==> config.mk <==
export PLATFORM = sky130hd
export DESIGN_NAME = tdm_demux_flat
export DESIGN_NICKNAME = d
export VERILOG_FILES = /design/src/rtl/tdm_demux_if.sv /design/src/rtl/tdm_demux.sv /design/src/flat_wrapper.sv
export SDC_FILE = /design/constraint.sdc
export NUM_CORES = 1
export LEC_CHECK = 0
export ABC_AREA = 1
export BUFFER_PORTS_ARGS = -buffer_cell sky130_fd_sc_hd__buf_2
export CAP_MARGIN = 40
export CORE_AREA = 5 5 42 44
export CTS_CLUSTER_DIAMETER = 50
export DETAILED_ROUTE_END_ITERATION = 16
export DIE_AREA = 0 0 47 49
export PLACE_DENSITY = 0.48
export SYNTH_ARGS = -nofsm -noshare
export SYNTH_HDL_FRONTEND = slang
export SYNTH_SLANG_ARGS = --single-unit
==> constraint.sdc <==
create_clock -name clk -period 1.3 [get_ports clk]
set_input_delay 0.065 -clock clk [delete_from_list [all_inputs] [get_ports clk]]
set_output_delay 0.065 -clock clk [all_outputs]
set_load 0.01 [all_outputs]
==> src/rtl/tdm_demux_if.sv <==
// Bundles the muxed input beat and the reconstructed-frame outputs of tdm_demux.
interface tdm_demux_if #(
  parameter int unsigned WIDTH    = 1,
  parameter int unsigned CHANNELS = 2
);
  localparam int unsigned SLOT_BITS = $clog2(CHANNELS);

  logic [WIDTH-1:0]          din;
  logic                      in_valid;
  logic                      sync;
  logic [CHANNELS*WIDTH-1:0] frame_data;
  logic                      frame_valid;
  logic                      sync_err;
  logic                      locked;
  logic [SLOT_BITS-1:0]      slot;

  modport master (
    output din, in_valid, sync,
    input  frame_data, frame_valid, sync_err, locked, slot
  );

  modport slave (
    input  din, in_valid, sync,
    output frame_data, frame_valid, sync_err, locked, slot
  );
endinterface

==> src/rtl/tdm_demux.sv <==
// Splits a sync-framed time-multiplexed stream back into per-channel samples,
// publishing each complete frame atomically with a one-cycle valid pulse.
module tdm_demux #(
  parameter int unsigned WIDTH    = 1,
  parameter int unsigned CHANNELS = 2
) (
  input  logic       clk,
  input  logic       reset,
  tdm_demux_if.slave bus
);
  localparam int unsigned          SLOT_BITS = $clog2(CHANNELS);
  localparam logic [SLOT_BITS-1:0] LAST_SLOT = SLOT_BITS'(CHANNELS - 1);

  typedef enum logic {
    HUNT = 1'b0,
    RUN  = 1'b1
  } state_e;

  state_e state_q, state_d;

  logic [CHANNELS-1:0][WIDTH-1:0] shadow_q, shadow_d, shadow_wr;
  logic [CHANNELS*WIDTH-1:0]      frame_data_q, frame_data_d;
  logic                           frame_valid_q, frame_valid_d;
  logic                           sync_err_q, sync_err_d;
  logic                           locked_q, locked_d;
  logic [SLOT_BITS-1:0]           slot_q, slot_d;

  logic beat_sync, beat_missing, beat_data;

  // Classify the incoming beat; non-sync beats only matter while locked.
  always_comb begin
    beat_sync    = bus.in_valid && bus.sync;
    beat_missing = bus.in_valid && !bus.sync && (state_q == RUN) && (slot_q == '0);
    beat_data    = bus.in_valid && !bus.sync && (state_q == RUN) && (slot_q != '0);
  end

  always_ff @(posedge clk or posedge reset) begin
    if (reset) state_q <= HUNT;
    else       state_q <= state_d;
  end

  always_comb begin
    state_d = state_q;
    unique case (state_q)
      HUNT: if (beat_sync)    state_d = RUN;
      RUN:  if (beat_missing) state_d = HUNT;
      default:                state_d = HUNT;
    endcase
  end

  always_comb begin
    shadow_wr     = shadow_q;
    shadow_d      = shadow_q;
    frame_data_d  = frame_data_q;
    frame_valid_d = 1'b0;
    sync_err_d    = 1'b0;
    slot_d        = slot_q;
    locked_d      = (state_d == RUN);

    if (beat_sync) begin
      // A sync beat always restarts the frame; mid-frame it also flags an error.
      shadow_d[0] = bus.din;
      slot_d      = SLOT_BITS'(1);
      sync_err_d  = (state_q == RUN) && (slot_q != '0);
    end else if (beat_missing) begin
      sync_err_d = 1'b1;
      slot_d     = '0;
    end else if (beat_data) begin
      for (int unsigned k = 1; k < CHANNELS; k++) begin
        if (slot_q == SLOT_BITS'(k)) shadow_wr[k] = bus.din;
      end
      shadow_d = shadow_wr;
      if (slot_q == LAST_SLOT) begin
        frame_data_d  = shadow_wr;
        frame_valid_d = 1'b1;
        slot_d        = '0;
      end else begin
        slot_d = slot_q + SLOT_BITS'(1);
      end
    end
  end

  always_ff @(posedge clk or posedge reset) begin
    if (reset) begin
      shadow_q      <= '0;
      frame_data_q  <= '0;
      frame_valid_q <= 1'b0;
      sync_err_q    <= 1'b0;
      locked_q      <= 1'b0;
      slot_q        <= '0;
    end else begin
      shadow_q      <= shadow_d;
      frame_data_q  <= frame_data_d;
      frame_valid_q <= frame_valid_d;
      sync_err_q    <= sync_err_d;
      locked_q      <= locked_d;
      slot_q        <= slot_d;
    end
  end

  assign bus.frame_data  = frame_data_q;
  assign bus.frame_valid = frame_valid_q;
  assign bus.sync_err    = sync_err_q;
  assign bus.locked      = locked_q;
  assign bus.slot        = slot_q;
endmodule

==> src/flat_wrapper.sv <==
// flat-port wrapper written by rule: the top's interface ports become plain ports
module tdm_demux_flat 
#(
  parameter int unsigned WIDTH    = 1,
  parameter int unsigned CHANNELS = 2
)
  (clk, reset, bus_din, bus_in_valid, bus_sync, bus_frame_data, bus_frame_valid, bus_sync_err, bus_locked, bus_slot);
  tdm_demux_if #(.WIDTH(WIDTH), .CHANNELS(CHANNELS)) bus_i ();
  input  logic clk;
  input  logic reset;
  input wire logic [$bits(bus_i.din)-1:0] bus_din;
  input wire logic [$bits(bus_i.in_valid)-1:0] bus_in_valid;
  input wire logic [$bits(bus_i.sync)-1:0] bus_sync;
  output wire logic [$bits(bus_i.frame_data)-1:0] bus_frame_data;
  output wire logic [$bits(bus_i.frame_valid)-1:0] bus_frame_valid;
  output wire logic [$bits(bus_i.sync_err)-1:0] bus_sync_err;
  output wire logic [$bits(bus_i.locked)-1:0] bus_locked;
  output wire logic [$bits(bus_i.slot)-1:0] bus_slot;
  assign bus_i.din = bus_din;
  assign bus_i.in_valid = bus_in_valid;
  assign bus_i.sync = bus_sync;
  assign bus_frame_data = bus_i.frame_data;
  assign bus_frame_valid = bus_i.frame_valid;
  assign bus_sync_err = bus_i.sync_err;
  assign bus_locked = bus_i.locked;
  assign bus_slot = bus_i.slot;
  tdm_demux #(.WIDTH(WIDTH), .CHANNELS(CHANNELS)) u_core (.clk(clk), .reset(reset), .bus(bus_i));
endmodule
==> implementation parameters, run 1 <==
Parameter                              Value

GRT
  Vias in the first global route ... 231
  Total Routing Usage GR ... 0.06011
  Maximum number of pins on one net before global-route repair ... 8
  Initial antenna violation count ... 0
  Wire length of the first global-routing pass ... 959 um
  Overflow left after global routing ... 0

Floorplan
  Die Area ... 0.002303 mm2
  Top-level port count ... 11
  Width of the chip ... 47 um
  Initial Util ... 0.2089
  Placeable core area ... 0.001401 mm2
  Die outline height ... 49 um
  Site row count ... 14

Logic synthesis
  Sequential share of the synthesized area ... 0.5983
  Warnings, synthesis ... 0
  Cell Area, Synth ... 292.8 um2
  Most common cell in the netlist ... sky130_fd_sc_hd__nand2_1
  Synth async-reset ratio ... 1.000
  Synthesized instance count ... 31
  Register bit total from synthesis ... 7
  Library cell with the largest summed area after synthesis ... sky130_fd_sc_hd__dfrtp_1
  Distinct cells, synth ... 11
  Dominant synthesized flop cell ... sky130_fd_sc_hd__dfrtp_1
  Average footprint of a synthesized cell ... 9.445 um2
  Nets in the synthesized netlist ... 36
  Number of enable flip-flop cells after synthesis ... 0
  Area fraction of the dominant cell type after synthesis ... 0.5983
  Post-synth top cells ... sky130_fd_sc_hd__nand2_1 (10), sky130_fd_sc_hd__dfrtp_1 (7), sky130_fd_sc_hd__inv_1 (5), sky130_fd_sc_hd__nand3_1 (2)
  Leading cell types by total area after synthesis ... sky130_fd_sc_hd__dfrtp_1 (60%), sky130_fd_sc_hd__nand2_1 (13%), sky130_fd_sc_hd__inv_1 (6.4%)

STA
  Number of failing setup endpoints in the final timing report ... 0
  Setup total negative slack ... 0 ps
  Worst-case headroom to the max-slew limit ... 0.8235
  Setup repair after global routing missed its margin ... false
  Period utilization ... 0.7174
  Final max-slew violation count ... 0
  Final number of hold-violating endpoints ... 0
  Slew of the pin with the lowest slew margin ... 264.5 ps
  Fmax ... 1072 MHz
  Clock period minus worst slack ... 932.6 ps
  Setup skew after layout ... 4.660 ps

Power and ir drop
  Part of the total power dissipated in sequential elements ... 0.465
  Sw power ... 0.2088 mW
  Share of power burned in combinational logic ... 0.240
  VDD IR-drop max ... 0.5211 mV
  Power density over the cells ... 1662 mW/mm2
  Post-layout total power ... 0.6632 mW
  Pleak ... 0.2292 nW
  Cell internal power dissipation ... 0.4544 mW
  Switching power as a share of total power ... 0.3149
  Clock group share of total power ... 0.295

Clock network
  Count of H-tree levels built during CTS ... 1
  Max Root-Sink Buffers ... 2
  CTS root buf ... sky130_fd_sc_hd__clkbuf_4
  Number of buffers created by CTS ... 3
  Clock insertion delay at the later pin of the skew report ... 250 ps
  Clock-pin slew of the registers on the worst-case setup and hold paths ... 50 ps
  Clk sink count ... 7
  Resized Gates After CTS ... 0
  TritonCTS clock tree ... done

Drt
  DRC violations left ... 0
  Post-detailed-route count of antenna-violating nets ... 0
  Ratio of routed vias to standard cells ... 4.081
  Number of detailed-route iterations in the first pass ... 3
  DR vias ... 253
  Detailed Route Iter0 Violations ... 2
  WL/cell ... 9.258 um
  Wirelength, routed ... 574 um

Finish
  Final cell area excluding filler cells ... 399.1 um2
  Post-route insts no fill ... 62
  Final antenna diode count ... 0
  Synth-to-layout area growth ... 36.32%
  Fraction of final layout cells with drive strength greater than 1 ... 0.3696
  Nets ... 52

Worst setup path
  Reg2reg end ... u_core.bus.frame_data[1]$_DFFE_PP0P_
  Endpoint required time on the critical path ... 1240 ps
  Cell-by-cell trace of the critical path ... buf_2
  WP buf/inv ... 1
  Worst stage delay on the critical path ... 450 ps
  Dominant delay contributor by cell family on the critical path ... flip-flops
  Flop-to-flop setup slack ... 410 ps
  Number of cells traversed by the worst register-to-register path ... 3
  Maximum fanout count along the critical path ... 6
  Critical path arrival ... 870 ps
  Kind of start point of the critical path ... flip-flop
  Worst-path cell with the longest stage delay ... sky130_fd_sc_hd__dfrtp_1
  Type of the worst setup path ... reg -> out
  Crit end category ... output pin
  Worst flop-to-flop path startpoint ... u_core.bus.slot$_DFFE_PP0P_

Outcome
  Run status ... finished clean

Placed design
  Port buffer count ... 10
  Instance area after placement ... 362.8 um2
  HPWL Detailed ... 452.7 um
  Instance count after placement with tap cells included ... 57
  Placer's final routability congestion estimate ... 0.7427

Hold path
  Hold Path Sink ... u_core.shadow_q[0]$_DFFE_PP0P_
  Worst min path class ... in -> reg
  Hold wc startpoint ... bus_din
  Depth of the worst hold-timing path ... 3

Flow run
  Max-Cap Viols ... 0
## placed cells by master, fill, tap and decap left out, drive strengths merged
cell	n
nand2	11
buf	10
nand3	3
dlygate4sd3	1
clkbuf	4
nor2	2
dfrtp	7
a21oi	2
inv	5
nand4	1
## worst max-delay path by stage
stage,start,endpoint,slack [ps],cells past startpoint
finish,u_core.bus.slot$_DFFE_PP0P_,bus_slot,370,1
global route,u_core.bus.slot$_DFFE_PP0P_,u_core.bus.frame_data[1]$_DFFE_PP0P_,310,3
CTS,u_core.bus.slot$_DFFE_PP0P_,bus_slot,360,1
detailed placement,u_core.bus.slot$_DFFE_PP0P_,u_core.bus.frame_data[1]$_DFFE_PP0P_,420,3
global placement,u_core.bus.slot$_DFFE_PP0P_,u_core.bus.frame_data[1]$_DFFE_PP0P_,410,3
floorplan,u_core.state_q$_DFF_PP0_,u_core.bus.frame_data[0]$_DFFE_PP0P_,450,4
## metrics by stage
step                      setup slack [ps]    util  hold WS (ps)
after floorplan                      452.3       -        -131.6
after global placement               408.9  0.2589         10.25
after detailed placement             418.1  0.2589         10.58
after CTS                            364.0  0.2848         45.53
after global routing                 312.7  0.2848         54.41
final                                367.4  0.2848         46.96
## tightest hold or removal path, delay by kind of cell
kind / cells / cell delay (ps)
buffers and inverters: 1 / 100
and+or+nand+nor: 2 / 100
## cell families after synthesis
family                 synth area share
AO/OA/AOI/OAI                   0.04700
AND/OR/NAND/NOR                  0.2906
flip-flops                       0.5983
buffers and inverters           0.06411
## power groups by stage
| stage | clock (mW) | sequential (mW) | combinational [mW] |
|---|---|---|---|
| floorplan | 0 | 0.333 | 0.0667 |
| global placement | 0 | 0.311 | 0.161 |
| detailed placement | 0 | 0.311 | 0.161 |
| CTS | 0.202 | 0.308 | 0.164 |
| global route | 0.225 | 0.317 | 0.177 |
| finish | 0.196 | 0.308 | 0.159 |
## layout make-up
type / count / area [um2]
Fill cell: 164 / 1002
Tap cell: 16 / 20.02
Sequential cell: 7 / 175.2
Multi-Input combinational cell: 19 / 98.84
Timing Repair Buffer: 11 / 60.06
Inverter: 5 / 18.77
Clock buffer: 4 / 26.28
## sequential cells by signal, summed over array words and instances, names as in the netlist
name and count:
u_core.bus.frame_data 2, u_core.bus.slot 1, u_core.shadow_q 1, u_core.bus.sync_err 1
u_core.bus.frame_valid 1, u_core.state_q 1
## per-layer routing
layer  GRT usage  vias to the layer above  wire length [um]
met5           0                        -                 0
met4     0.04147                        0                13
li1            -                      125                 -
met1     0.08018                      114               257
met3     0.03690                        2                94
met2     0.06787                       12               209
## repair_timing
action                                 in CTS  in global routing
hold buffers                                1                  0
endpoints found under the hold margin       7                  0
setup buffers                               0                  0
No activity file was read; power rests on OpenSTA's default activity.
==> run 2: changes to the inputs <==
Settings changed: PLACE_DENSITY 0.48 to 0.5.
Clock period 1.3 ns to 0.85 ns, I/O delays scaled along.
==> run 2 against run 1 <==
Compared with the run above: the run now ends with setup timing left; register-to-register slack got worse by 390 ps; clock power increased by 58%; setup slack got worse by 380 ps; first-iteration DRC count did not move.
==> implementation parameters, run 2 (synthesized netlist as in run 1, its figures left out) <==
Parameter                              Value

Outcome
  Run status ... complete, but fails checks
  Violated checks ... setup timing

Finish
  Nets ... 55 (+5.8%)
  Commonest non-fill, non-tap cell in the layout ... sky130_fd_sc_hd__nand2_1
  Most frequent cells in the layout ... sky130_fd_sc_hd__nand2_1 (10), sky130_fd_sc_hd__buf_2 (9), sky130_fd_sc_hd__dfrtp_1 (6), sky130_fd_sc_hd__inv_1 (4)
  Fraction of final layout cells with drive strength greater than 1 ... 0.4694 (+0.09982)
  Post-route insts no fill ... 65 (+4.8%)
  Reg area ... 176.4 um2 (+0.71%)
  Combined area of the multi-input logic cells ... 101.3 um2 (+2.5%)
  Fill cell total of the finished layout ... 161 (-1.8%)
  Synth-to-layout area growth ... 47.44%
  Final antenna diode count ... 0 (unchanged)
  Number of flip-flops in the largest register ... 2 (unchanged)

Worst setup path
  Cell-by-cell trace of the critical path ... buf_2
  Type of the worst setup path ... reg -> out
  Maximum fanout count along the critical path ... 4 (-2)
  Dominant delay contributor by cell family on the critical path ... flip-flops
  Critical path arrival ... 820 ps (-50 ps)
  Worst stage delay on the critical path ... 410 ps (-40 ps)
  Worst flop-to-flop path startpoint ... u_core.state_q$_DFF_PP0_
  Number of cells on the critical path ... 1 (unchanged)
  Kind of start point of the critical path ... flip-flop
  WP buf/inv ... 1 (unchanged)
  Endpoint required time on the critical path ... 810 ps (-430 ps)
  Flop-to-flop setup slack ... 20 ps (-390 ps)
  Crit end category ... output pin
  Number of cells traversed by the worst register-to-register path ... 4 (+1)
  Worst-path cell with the longest stage delay ... sky130_fd_sc_hd__dfrtp_1
  Reg2reg end ... u_core.bus.frame_data[0]$_DFFE_PP0P_

STA
  Setup repair after global routing missed its margin ... true
  Final number of hold-violating endpoints ... 0 (unchanged)
  Worst slack on hold paths ... 35.09 ps (-11.88 ps)
  Worst-case headroom to the max-slew limit ... 0.8189 (-0.004611)
  Final WS setup ... -13.81 ps (-381.2 ps)
  Fmax ... 1158 MHz
  Final max-slew violation count ... 0 (unchanged)
  Setup total negative slack ... -21.78 ps (-21.78 ps)
  Slew of the pin with the lowest slew margin ... 271.4 ps (+6.910 ps)
  Number of failing setup endpoints in the final timing report ... 2 (+2)
  Clock period minus worst slack ... 863.8 ps
  Period utilization ... 1.016
  Setup skew after layout ... 6.232 ps (+1.573 ps)

GRT
  Initial antenna violation count ... 0 (unchanged)
  Wire length of the first global-routing pass ... 1021 um (+6.5%)
  Overflow left after global routing ... 0 (unchanged)
  Maximum number of pins on one net before global-route repair ... 8 (unchanged)
  Vias in the first global route ... 246 (+6.5%)
  Total Routing Usage GR ... 0.06794 (+0.007827)

Floorplan
  Site row count ... 14 (unchanged)
  Placeable core area ... 0.001401 mm2 (unchanged)
  Die outline height ... 49 um (unchanged)
  Width of the chip ... 47 um (unchanged)
  Initial Util ... 0.2089 (unchanged)
  Die Area ... 0.002303 mm2 (unchanged)
  Top-level port count ... 11 (unchanged)

Clock network
  Number of buffers created by CTS ... 3 (unchanged)
  Clock-pin slew of the registers on the worst-case setup and hold paths ... 60 ps (about the same)
  TritonCTS clock tree ... done
  Clk sink count ... 7 (unchanged)
  Clock insertion delay at the later pin of the skew report ... 250 ps (about the same)
  CTS root buf ... sky130_fd_sc_hd__clkbuf_4
  Max Root-Sink Buffers ... 2 (unchanged)
  Count of H-tree levels built during CTS ... 1 (unchanged)

Power and ir drop
  Sw power ... 0.3509 mW (+68%)
  Share of power burned in combinational logic ... 0.294 (+0.054)
  Switching power as a share of total power ... 0.3187 (+0.003859)
  Clock group share of total power ... 0.282 (-0.013)
  Part of the total power dissipated in sequential elements ... 0.425 (-0.040)
  Post-layout total power ... 1.101 mW (+66%)
  Cell internal power dissipation ... 0.7499 mW (+65%)
  Pleak ... 0.2431 nW (+6.1%)
  Power density over the cells ... 2550 mW/mm2 (+53%)
  VDD IR-drop max ... 0.5069 mV (-2.7%)

Hold path
  Depth of the worst hold-timing path ... 3 (unchanged)
  Worst min path class ... in -> reg
  Hold Path Sink ... u_core.shadow_q[0]$_DFFE_PP0P_
  Hold wc startpoint ... bus_din

Placed design
  Instance count after placement with tap cells included ... 57 (unchanged)
  Port buffer count ... 10 (unchanged)
  Placer's final routability congestion estimate ... 0.7030 (-5.3%)
  Post-placement setup slack ... -7.773 ps (-425.9 ps)
  HPWL Detailed ... 480.7 um (+6.2%)

Flow run
  Max-Cap Viols ... 0 (unchanged)

Drt
  Number of detailed-route iterations in the first pass ... 3 (unchanged)
  WL/cell ... 10.25 um (+11%)
  Wirelength, routed ... 666 um (+16%)
  Ratio of routed vias to standard cells ... 3.938 (-3.5%)
  Post-detailed-route count of antenna-violating nets ... 0 (unchanged)
  DR vias ... 256 (+1.2%)
  Detailed Route Iter0 Violations ... 2 (unchanged)
  DRC violations left ... 0 (unchanged)
==> run 2: cell types whose count changed in the layout (fill, tap and decap cells not counted), sizes merged <==
cell and delta:
buf +3
==> run 2: worst reg2reg max path, cell delays in order (launching register included) <==
cell,delay (ps)
sky130_fd_sc_hd__dfrtp_1,400
sky130_fd_sc_hd__nand2_2,80
sky130_fd_sc_hd__nor2_4,140
sky130_fd_sc_hd__nand3_1,80
sky130_fd_sc_hd__nand2_1,70
==> run 2: per-layer routing <==
metal / GRT usage / part of all wire
met5: 0 / 0
met4: 0.06912 / 0
met3: 0.03321 / 0.11
met2: 0.07919 / 0.45
met1: 0.08259 / 0.44
==> run 2: layout make-up <==
class | instances | share of cell area
multi-input cells | 19 | 0.2348
repair buffers | 14 | 0.2058
flip-flops and latches | 7 | 0.4087
well taps | 16 | 0.04638
inverters | 5 | 0.04348
clock buffers | 4 | 0.06087
==> run 2: worst max path at each step <==
stage / from / to / slack, ps
6_report: u_core.state_q$_DFF_PP0_ / bus_locked / -10
5_1_grt: u_core.state_q$_DFF_PP0_ / u_core.bus.frame_data[1]$_DFFE_PP0P_ / -70
4_1_cts: u_core.state_q$_DFF_PP0_ / bus_locked / -30
3_5_place_dp: u_core.bus.slot$_DFFE_PP0P_ / u_core.bus.frame_data[0]$_DFFE_PP0P_ / -8
3_3_place_gp: u_core.bus.slot$_DFFE_PP0P_ / u_core.bus.frame_data[0]$_DFFE_PP0P_ / -10
2_1_floorplan: u_core.state_q$_DFF_PP0_ / u_core.bus.frame_data[0]$_DFFE_PP0P_ / 2
==> run 2: repair_timing <==
action	CTS	global route
buffers inserted	3	0
gates resized for setup	2	2
hold buffers	1	0
setup endpoints to repair	5	7
hold endpoints to repair	7	0
pin swaps	0	3
==> run 2: stage by stage <==
stage / utilization / area [um2]
2_1_floorplan: - / 292.8
3_3_place_gp: 0.2589 / 362.8
3_5_place_dp: 0.2589 / 362.8
4_1_cts: 0.3063 / 429.2
5_1_grt: 0.3080 / 431.7
6_report: 0.3080 / 431.7
==> run 2: power groups by stage <==
stage | clock network, mW | logic (mW) | registers, mW
global route | 0.333 | 0.358 | 0.479
global placement | 0 | 0.246 | 0.476
finish | 0.310 | 0.323 | 0.468
CTS | 0.321 | 0.318 | 0.467
detailed placement | 0 | 0.248 | 0.479
floorplan | 0 | 0.102 | 0.509
==> run 3: changes to the inputs <==
Settings changed: ABC_AREA 1 to default, PLACE_DENSITY 0.5 to 0.49, SLEW_MARGIN from default to 20.
==> run 3 against run 2 <==
Compared with the run above: the flow still finishes with violations (setup timing); setup slack worse by 190 ps; sequential power fell by 5.8%; power decreased by 7.0%; routed wire length decreased by 13%; sequential share of layout area grew 2.5 points; final cell count is 18% lower; utilization down 2.0 points; sequential cell count unchanged; worst hold slack got worse by 8.9 ps; register-to-register slack worse by 220 ps; critical endpoint is now u_core.bus.frame_data[1]$_DFFE_PP0P_; largest power group unchanged; highest routed layer unchanged.
==> implementation parameters, run 3 <==
Parameter                              Value

Power and ir drop
  Switching power as a share of total power ... 0.2674 (-0.05134)
  Pleak ... 0.2121 nW (-13%)
  Sw power ... 0.2738 mW (-22%)
  Clock group share of total power ... 0.289 (+0.007)
  VDD IR-drop max ... 0.9562 mV (+89%)
  Cell internal power dissipation ... 0.7500 mW (about the same)
  Power density over the cells ... 2533 mW/mm2 (-0.65%)
  Part of the total power dissipated in sequential elements ... 0.431 (+0.006)
  Share of power burned in combinational logic ... 0.280 (-0.014)
  Post-layout total power ... 1.024 mW (-7.0%)

Floorplan
  Placeable core area ... 0.001401 mm2 (unchanged)
  Die Area ... 0.002303 mm2 (unchanged)
  Initial Util ... 0.2045 (-0.004464)
  Width of the chip ... 47 um (unchanged)
  Die outline height ... 49 um (unchanged)
  Top-level port count ... 11 (unchanged)
  Site row count ... 14 (unchanged)

Hold path
  Depth of the worst hold-timing path ... 2 (-1)
  Hold wc startpoint ... bus_din
  Worst min path class ... in -> reg
  Hold Path Sink ... u_core.shadow_q[0]$_DFFE_PP0P_

STA
  Setup repair after global routing missed its margin ... true
  Fmax ... 948.0 MHz (-18%)
  Final number of hold-violating endpoints ... 0 (unchanged)
  Number of failing setup endpoints in the final timing report ... 4 (+2)
  Period utilization ... 1.241 (+0.2248)
  Slew of the pin with the lowest slew margin ... 272.9 ps (+1.475 ps)
  Clock period minus worst slack ... 1055 ps (+191.0 ps)
  Final max-slew violation count ... 0 (unchanged)
  Setup skew after layout ... 3.375 ps (-2.857 ps)
  Final WS setup ... -204.8 ps (-191.0 ps)
  Worst slack on hold paths ... 26.16 ps (-8.921 ps)
  Worst-case headroom to the max-slew limit ... 0.8179 (-0.0009850)
  Setup total negative slack ... -547.8 ps (-526.0 ps)

Drt
  Number of detailed-route iterations in the first pass ... 2 (-1)
  Detailed Route Iter0 Violations ... 2 (unchanged)
  Ratio of routed vias to standard cells ... 3.925 (-0.35%)
  DR vias ... 208 (-19%)
  WL/cell ... 10.92 um (+6.6%)
  Detail Route met3 WL ... 85 um (+16%)
  Wirelength, routed ... 579 um (-13%)
  Met2 layer wire length in the routed design ... 231 um (-23%)
  Post-detailed-route count of antenna-violating nets ... 0 (unchanged)
  DR top layer ... met3
  DRC violations left ... 0 (unchanged)
  M1 WL ... 263 um (-9.9%)

Finish
  Post-route insts no fill ... 53 (-18%)
  Fill cell total of the finished layout ... 162 (+0.62%)
  Most frequent cells in the layout ... sky130_fd_sc_hd__buf_2 (9), sky130_fd_sc_hd__dfrtp_1 (7), sky130_fd_sc_hd__clkbuf_4 (3)
  Final cell area excluding filler cells ... 404.1 um2 (-6.4%)
  Commonest non-fill, non-tap cell in the layout ... sky130_fd_sc_hd__buf_2
  Combined area of the multi-input logic cells ... 93.84 um2 (-7.4%)
  Post-layout util ... 0.2884 (-0.01964)
  Number of flip-flops in the largest register ... 2 (unchanged)
  Reg area ... 175.2 um2 (-0.71%)
  Synth-to-layout area growth ... 41.05%
  Nets ... 43 (-22%)
  Fraction of final layout cells with drive strength greater than 1 ... 0.5135 (+0.04413)
  Final antenna diode count ... 0 (unchanged)

Worst setup path
  Reg2reg end ... u_core.bus.frame_data[1]$_DFFE_PP0P_
  Number of cells traversed by the worst register-to-register path ... 2 (-2)
  Endpoint required time on the critical path ... 980 ps (+170 ps)
  WP buf/inv ... 0 (-1)
  Worst-path cell with the longest stage delay ... sky130_fd_sc_hd__dfrtp_1
  Flop-to-flop setup slack ... -200 ps (-220 ps)
  Number of cells on the critical path ... 2 (+1)
  Type of the worst setup path ... reg -> reg
  Crit end category ... flip-flop
  Worst flop-to-flop path startpoint ... u_core.state_q$_DFF_PP0_
  Critical path arrival ... 1180 ps (+360 ps)
  Cell-by-cell trace of the critical path ... and4b_2 > mux2_4
  Dominant delay contributor by cell family on the critical path ... flip-flops
  Maximum fanout count along the critical path ... 3 (-1)
  Kind of start point of the critical path ... flip-flop
  Worst stage delay on the critical path ... 360 ps (-50 ps)

Placed design
  Post-placement setup slack ... -206.5 ps (-198.7 ps)
  Placer's final routability congestion estimate ... 0.7191 (+2.3%)
  Instance count after placement with tap cells included ... 48 (-16%)
  HPWL Detailed ... 459.8 um (-4.3%)
  Port buffer count ... 10 (unchanged)
  Instance area after placement ... 360.3 um2 (-0.69%)

Logic synthesis
  Library cell with the largest summed area after synthesis ... sky130_fd_sc_hd__dfrtp_1
  Warnings, synthesis ... 0 (unchanged)
  Nets in the synthesized netlist ... 26 (-28%)
  Number of enable flip-flop cells after synthesis ... 0 (unchanged)
  Dominant synthesized flop cell ... sky130_fd_sc_hd__dfrtp_1
  Sequential share of the synthesized area ... 0.6114 (+0.01306)
  Cell Area, Synth ... 286.5 um2 (-2.1%)
  Most common cell in the netlist ... sky130_fd_sc_hd__dfrtp_1
  Distinct cells, synth ... 12 (+1)
  Average footprint of a synthesized cell ... 13.64 um2 (+44%)
  Leading cell types by total area after synthesis ... sky130_fd_sc_hd__dfrtp_1 (61%), sky130_fd_sc_hd__mux2_4 (10%), sky130_fd_sc_hd__buf_6 (3.9%)
  Post-synth top cells ... sky130_fd_sc_hd__dfrtp_1 (7), sky130_fd_sc_hd__inv_1 (2), sky130_fd_sc_hd__mux2_4 (2), sky130_fd_sc_hd__nand2_1 (2)
  Synthesized instance count ... 21 (-32%)
  Register bit total from synthesis ... 7 (unchanged)
  Synth async-reset ratio ... 1.000 (unchanged)
  Area fraction of the dominant cell type after synthesis ... 0.6114 (+0.01306)

Outcome
  Violated checks ... setup timing
  Run status ... complete, but fails checks

GRT
  Maximum number of pins on one net before global-route repair ... 8 (unchanged)
  Total Routing Usage GR ... 0.05891 (-0.009034)
  Overflow left after global routing ... 0 (unchanged)
  Wire length of the first global-routing pass ... 924 um (-9.5%)
  Initial antenna violation count ... 0 (unchanged)
  Vias in the first global route ... 235 (-4.5%)

Clock network
  Number of buffers created by CTS ... 3 (unchanged)
  Count of H-tree levels built during CTS ... 1 (unchanged)
  Clock insertion delay at the later pin of the skew report ... 250 ps (about the same)
  CTS root buf ... sky130_fd_sc_hd__clkbuf_4
  Clock-pin slew of the registers on the worst-case setup and hold paths ... 50 ps (about the same)
  TritonCTS clock tree ... done
  Max Root-Sink Buffers ... 2 (unchanged)
  Clk sink count ... 7 (unchanged)

Flow run
  Max-Cap Viols ... 0 (unchanged)
## run 3: changes by cell type after synthesis, moves of 2 or more
| cell | before | now |
|---|---|---|
| sky130_fd_sc_hd__nand2_1 | 10 | 2 |
| sky130_fd_sc_hd__inv_1 | 5 | 2 |
| sky130_fd_sc_hd__nand3_1 | 2 | 0 |
| sky130_fd_sc_hd__mux2_4 | 0 | 2 |
## run 3: layer usage
metal	track usage	vias up
met4	0.02765	0
met5	0	-
li1	-	99
met1	0.06306	98
met2	0.08371	11
met3	0.04428	0
## run 3: worst register-to-register path: stages (launching register included)
cell and delay [ps]:
sky130_fd_sc_hd__dfrtp_1 360, sky130_fd_sc_hd__and4b_2 270, sky130_fd_sc_hd__mux2_4 300
## run 3: kinds of logic after synthesis
group                  synth area share
AND/OR/NAND/NOR                 0.09608
AO/OA/AOI/OAI                   0.05239
buffers and inverters           0.06551
multiplexers                     0.1441
XOR/XNOR                        0.03057
flip-flops                       0.6114
## run 3: power by group through the flow
stage | clock, mW | sequential, mW | combinational [mW]
2_1_floorplan | 0 | 0.487 | 0.112
3_3_place_gp | 0 | 0.444 | 0.264
3_5_place_dp | 0 | 0.448 | 0.274
4_1_cts | 0.314 | 0.443 | 0.293
5_1_grt | 0.330 | 0.449 | 0.313
6_report | 0.296 | 0.441 | 0.286
## run 3: final cells by class
class                      instances  area share
inverter                           2     0.01858
clock buffer                       4     0.06502
multi-input combinational         11      0.2322
sequential                         7      0.4334
timing repair buffer              13      0.2012
tap                               16     0.04954
## run 3: timing repair
item / 4_1_cts / 5_1_grt
setup buffers: 1 / 0
setup endpoints to repair: 5 / 7
pin swaps: 0 / 0
resized for setup: 1 / 2
endpoints found under the hold margin: 7 / 0
hold buffers: 1 / 0
## run 3: worst max path at each step
stage / slack [ps] / start / end
floorplan: -300 / u_core.bus.slot$_DFFE_PP0P_ / u_core.bus.frame_data[0]$_DFFE_PP0P_
global placement: -170 / u_core.state_q$_DFF_PP0_ / u_core.bus.frame_data[1]$_DFFE_PP0P_
detailed placement: -210 / u_core.state_q$_DFF_PP0_ / u_core.bus.frame_data[1]$_DFFE_PP0P_
CTS: -210 / u_core.bus.slot$_DFFE_PP0P_ / u_core.bus.frame_data[1]$_DFFE_PP0P_
global route: -240 / u_core.state_q$_DFF_PP0_ / u_core.bus.frame_data[1]$_DFFE_PP0P_
finish: -200 / u_core.state_q$_DFF_PP0_ / u_core.bus.frame_data[1]$_DFFE_PP0P_
